### src/rtl/pwm_pkg.sv
// Shared constants and types for the PWM peripheral: counter width, duty encoding,
// default prescaler and the waveform compare helper.
package pwm_pkg;

  localparam int         PWM_CNT_W           = 8;
  localparam logic [7:0] PWM_DUTY_FULL       = 8'hFF;
  localparam int         PWM_CLK_DIV_DEFAULT = 13;
  localparam int         N_OUT               = 16;

  typedef logic [PWM_CNT_W-1:0] pwm_cnt_t;

  // 0xFF is a true 100% duty, so it escapes the strict compare.
  function automatic logic pwm_wave_f(input pwm_cnt_t cnt, input pwm_cnt_t duty);
    return (duty == PWM_DUTY_FULL) ? 1'b1 : (cnt < duty);
  endfunction

endpackage

### src/rtl/pwm_timebase.sv
// PWM timebase: clk prescaler (0..CLK_DIV-1), free-running 8-bit step counter,
// and the single-cycle tick / wrap strobes derived from them.
module pwm_timebase
  import pwm_pkg::*;
#(
  parameter int CLK_DIV = PWM_CLK_DIV_DEFAULT
) (
  input  logic     clk,
  input  logic     rst,
  output logic     tick,
  output logic     wrap,
  output pwm_cnt_t pwm_cnt
);

  localparam int DIV_W = (CLK_DIV > 1) ? $clog2(CLK_DIV) : 1;

  logic [DIV_W-1:0] r_div_cnt;
  pwm_cnt_t         r_pwm_cnt;

  assign tick    = (r_div_cnt == DIV_W'(CLK_DIV - 1));
  assign wrap    = tick && (r_pwm_cnt == '1);
  assign pwm_cnt = r_pwm_cnt;

  // NOTE: state is updated with non-blocking assignments so every flop samples
  // pre-edge values; the reset branch is in the sensitivity list, hence asynchronous.
  always_ff @(posedge clk or posedge rst) begin
    if (rst) begin
      r_div_cnt <= '0;
      r_pwm_cnt <= '0;
    end else if (tick) begin
      r_div_cnt <= '0;
      r_pwm_cnt <= r_pwm_cnt + 1'b1;
    end else begin
      r_div_cnt <= r_div_cnt + 1'b1;
    end
  end

endmodule

### src/rtl/pwm_peripheral.sv
// 16-pin PWM peripheral: per-pin off / static high / shared PWM wave, registered outputs.
// Define PWM_SYNC_UPDATE_EN to shadow the duty register and apply changes only at period wrap.
module pwm_peripheral
#(
  parameter int CLK_DIV = pwm_pkg::PWM_CLK_DIV_DEFAULT,
  parameter int N_OUT   = pwm_pkg::N_OUT
) (
  input  logic             clk,
  input  logic             rst,
  input  logic [7:0]       en_reg_out_7_0,
  input  logic [7:0]       en_reg_out_15_8,
  input  logic [7:0]       en_reg_pwm_7_0,
  input  logic [7:0]       en_reg_pwm_15_8,
  input  logic [7:0]       pwm_duty_cycle,
  output logic [N_OUT-1:0] out,
  output logic             pwm_period_start
);

  import pwm_pkg::*;

  logic             w_tick;
  logic             w_wrap;
  logic             w_period_end;
  pwm_cnt_t         w_pwm_cnt;
  pwm_cnt_t         w_duty_act;
  logic             w_wave;
  logic [N_OUT-1:0] w_en_out;
  logic [N_OUT-1:0] w_en_pwm;
  logic [N_OUT-1:0] r_out;
  logic             r_period_start;

  pwm_timebase #(
    .CLK_DIV (CLK_DIV)
  ) u_timebase (
    .clk     (clk),
    .rst     (rst),
    .tick    (w_tick),
    .wrap    (w_wrap),
    .pwm_cnt (w_pwm_cnt)
  );

  // The 255 -> 0 step: a prescaler tick while the counter sits at its last value.
  assign w_period_end = w_tick & w_wrap;

`ifdef PWM_SYNC_UPDATE_EN
  pwm_cnt_t r_duty_act;

  always_ff @(posedge clk or posedge rst) begin
    if (rst) begin
      r_duty_act <= '0;
    end else if (w_period_end) begin
      r_duty_act <= pwm_duty_cycle;
    end
  end

  assign w_duty_act = r_duty_act;
`else
  assign w_duty_act = pwm_duty_cycle;
`endif

  assign w_wave   = pwm_wave_f(w_pwm_cnt, w_duty_act);
  assign w_en_out = {en_reg_out_15_8, en_reg_out_7_0};
  assign w_en_pwm = {en_reg_pwm_15_8, en_reg_pwm_7_0};

  always_ff @(posedge clk or posedge rst) begin
    if (rst) begin
      r_out          <= '0;
      r_period_start <= 1'b0;
    end else begin
      r_out          <= w_en_out & (~w_en_pwm | {N_OUT{w_wave}});
      r_period_start <= w_period_end;
    end
  end

  assign out              = r_out;
  assign pwm_period_start = r_period_start;

endmodule

### config.mk
export PLATFORM = sky130hd
export DESIGN_NAME = pwm_peripheral
export DESIGN_NICKNAME = d
export VERILOG_FILES = /design/src/rtl/pwm_pkg.sv /design/src/rtl/pwm_timebase.sv /design/src/rtl/pwm_peripheral.sv
export SDC_FILE = /design/constraint.sdc
export NUM_CORES = 1
export LEC_CHECK = 0
export CAP_MARGIN = 20
export CORE_MARGIN = 2
export CORE_UTILIZATION = 25
export CTS_CLUSTER_DIAMETER = 120
export DETAILED_ROUTE_END_ITERATION = 10
export GPL_ROUTABILITY_DRIVEN = 1
export PLACE_DENSITY_LB_ADDON = 0.2
export SKIP_LAST_GASP = 1
export SYNTH_ARGS = -nofsm -noshare
export SYNTH_HDL_FRONTEND = slang
export SYNTH_SLANG_ARGS = --single-unit
### constraint.sdc
create_clock -name clk -period 2.3 [get_ports clk]
set_input_delay 0.46 -clock clk [delete_from_list [all_inputs] [get_ports clk]]
set_output_delay 0.46 -clock clk [all_outputs]
set_load 0.02 [all_outputs]
==> flow_summary.rst <==
.. list-table::
   :header-rows: 1

   * - Metric
     - Value
   * - Result of the run
     - finished, final reports clean
   * - Share of the clock period used by the worst path
     - 0.9034
   * - Core area
     - 5172 µm²
   * - Number of buffers added by the clock tree synthesis step
     - 5
   * - TritonCTS clock tree
     - built
   * - Worst min-delay path class
     - reg2reg
   * - Final slew viol count
     - 0
   * - Number of buffers inserted for hold repair after clock tree synthesis
     - 0
   * - Max-Cap Viols
     - 0
   * - CP Launch Type
     - primary input
   * - Clock Tree Root
     - clkbuf_8
   * - Top post-synthesis cells by area
     - dfrtp_1, ha_1, a21boi_2, a21boi_0, xnor2_1
   * - Total iterations of the first detailed-routing run
     - 4
   * - Number of clock sinks
     - 29
   * - Routed WL per cell
     - 12.37 µm
   * - Post-detailed-placement cell area
     - 2042 µm²
   * - CP required
     - 2.48 ns
   * - Routed via count
     - 1,020
   * - Starting density of the core
     - 0.2634
   * - Number of nets with antenna violations after detailed routing
     - 0
   * - Area of the multi-input gates
     - 579.3 µm²
   * - Final setup violation count
     - 0
   * - Netlist area before placement
     - 1363 µm²
   * - GRT Residual Overflow
     - 0
   * - Clock latency reported for the late side of the worst-skew pair
     - 0.27 ns
   * - Number of nets in the final layout
     - 221
   * - Post-DP HPWL
     - 2368 µm
   * - Number of distinct library cells after synthesis
     - 27
   * - Number of rows in the core area
     - 26
   * - Final Skew
     - 0.003596 ns
   * - Storage cell area
     - 725.7 µm²
   * - Leak Pwr
     - 0.9287 nW
   * - Critical Path Sink Type
     - flop
   * - Routability cong.
     - 0.7181
   * - Fill cell instance count of the final layout
     - 486
   * - Post-synth top area share
     - 0.5326
   * - Area overhead of the layout relative to synthesis
     - 55.74%
   * - Number of cells upsized or downsized after cts
     - 0
   * - R2R depth
     - 6
   * - Highest achievable clock rate
     - 0.4813 GHz
   * - Antenna violations before repair
     - 0
   * - Die width
     - 77.83 µm
   * - Port Buffer Count
     - 58
   * - Share of layout cells above drive strength 1
     - 0.1294
   * - DIE AREA
     - 6057 µm²
   * - Normalized max-slew margin
     - 0.7584
   * - DRC violations left
     - 0
   * - Fin area
     - 2122 µm²
   * - Instance count along the most critical hold path
     - 1
   * - Number of DRC markers after the initial detailed-route iteration
     - 26
   * - Net Count, Synth
     - 156
   * - Via count of the first global-routing pass
     - 1,135
   * - Power, Total
     - 0.001081 W
   * - First-pass GRT wire length
     - 5154 µm
   * - Clk buf depth
     - 2
   * - Global-route usage over all layers
     - 0.1129
   * - Clock period minus worst slack
     - 2.078 ns
   * - Worst-path clk slew
     - 0.06 ns
   * - Seq cells post-synth
     - 29
   * - Slew at the pin closest to its max-slew limit
     - 0.3624 ns
   * - Sequential cell area fraction in the yosys report
     - 0.5326
   * - Critical setup path kind
     - in2reg
   * - Hold Vio Cnt, Final
     - 0
   * - Worst Path Arrival
     - 2.26 ns
   * - Largest net degree at the start of global routing
     - 30
   * - Synth warn
     - 0
   * - Worst-path fanout max
     - 16
   * - Syn Area/Cell
     - 13.10 µm²
   * - Worst ir drop on vdd
     - 0.0003160 V
   * - Gate count after technology mapping
     - 104
   * - Power density normalized to cell area
     - 509.3 nW/µm²
   * - Post-route worst hold slack
     - 0.4758 ns
   * - Via count normalized by instance count
     - 4.250
   * - Total inserted antenna cells
     - 0
   * - Setup repair after global routing missed its margin
     - false
   * - Routed Wire Length
     - 2969 µm
   * - DIE HEIGHT
     - 77.83 µm
   * - Cell taking the most area after synthesis
     - dfrtp_1
   * - Number of post-CTS setup repair buffers
     - 0
   * - Number of primary I/O pins
     - 59
   * - Deepest level of the CTS H-tree
     - 2
-- path summary, 6_finish.rpt --
kind	startpoint	endpoint	slack, ns
max	pwm_duty_cycle[6]	out[1]$_DFF_PP0_	0.22
min	u_timebase.r_div_cnt[3]$_DFF_PP0_	u_timebase.r_div_cnt[3]$_DFF_PP0_	0.48
max reg2reg	u_timebase.pwm_cnt[6]$_DFFE_PP0P_	out[1]$_DFF_PP0_	0.52
min reg2reg	u_timebase.r_div_cnt[3]$_DFF_PP0_	u_timebase.r_div_cnt[3]$_DFF_PP0_	0.48
max in group asynchronous	rst	out[7]$_DFF_PP0_	1.48
min in group asynchronous	rst	u_timebase.pwm_cnt[3]$_DFFE_PP0P_	0.55
-- report_power, final --
part,switching [W],internal (W),leakage [nW],total [W]
combinational,0.0000613,0.000104,0.541,0.000166
sequential,0.00000393,0.000525,0.348,0.000529
clock,0.000172,0.000214,0.0395,0.000386
total,0.000237,0.000843,0.929,0.00108
-- cell usage in the layout (no fill, tap or decap), drive strengths merged, types with 2 or more instances in the layout --
master	synthesis	routed
a21oi	2	2
clkbuf	1	8
ha	10	10
nor2	4	4
and4	3	3
xor2	3	3
dfrtp	29	29
buf	1	2
a21boi	16	16
nand4	2	2
o21ai	2	2
and3	3	3
nand3	3	3
inv	11	11
xnor2	5	5
clkdlybuf4s50	0	58
-- cell usage after synthesis --
| cell type | number |
|---|---|
| o21ai_1 | 1 |
| a21o_1 | 1 |
| inv_1 | 11 |
| a21boi_2 | 10 |
| o21a_1 | 1 |
| o41ai_1 | 1 |
| dfrtp_1 | 29 |
| xnor2_1 | 5 |
| nand4_1 | 2 |
| and4_2 | 1 |
| o32ai_4 | 1 |
| ha_1 | 10 |
| nand3_1 | 3 |
| clkbuf_2 | 1 |
| nor2_1 | 4 |
| a21oi_1 | 2 |
| a21boi_0 | 6 |
| and3_1 | 3 |
| nand2_1 | 1 |
| a2111oi_4 | 1 |
| and4_1 | 2 |
| xor2_1 | 3 |
| nand2b_4 | 1 |
| mux2_2 | 1 |
| a41o_1 | 1 |
| buf_6 | 1 |
| o21ai_0 | 1 |
-- flip-flops by register name, indices dropped and copies added (netlist names) --
name and cells:
out 16, u_timebase.r_div_cnt 4, pwm_period_start 1, u_timebase.pwm_cnt 8
-- per-layer routing --
layer	global-route usage	vias to the layer above	wire, µm
met4	0.05357	0	59
met5	0	-	0
met1	0.1199	465	1169
li1	-	493	-
met3	0.06977	6	426
met2	0.1759	56	1314
-- area by class of cell --
type / instances / area share
Multi-Input combinational cell: 62 / 0.2730
Timing Repair Buffer: 60 / 0.2866
Sequential cell: 29 / 0.3420
Inverter: 11 / 0.01946
Tap cell: 70 / 0.04127
Clock buffer: 8 / 0.03774
-- stage by stage --
stage                     instances  setup TNS [ns]  setup WS, ns  utilization
after floorplan                 104               0        0.5346            -
after detailed placement        232         -0.1906      -0.05462       0.3948
final                           240               0        0.2221       0.4103
after CTS                       240               0        0.2267       0.4103
after global routing            240               0       0.08834       0.4103
after global placement          232               0       0.01522       0.3948
-- critical path, cell delays in order --
cell and delay (ns):
clkdlybuf4s50_1 0.48, inv_1 0.05, ha_1 0.31, a41o_1 0.24, a21oi_1 0.20, o32ai_4 0.14
buf_12 0.17, a21boi_0 0.20
-- cells by family after synthesis --
group | count (synthesis) | synth area share
buf+inv | 13 | 0.04224
xor+xnor | 8 | 0.05143
flops | 29 | 0.5326
simple gates | 17 | 0.07804
compound gates | 26 | 0.1956
mux | 1 | 0.008264
fa+ha+maj | 10 | 0.09183
Power figures use the tool's default switching activity.
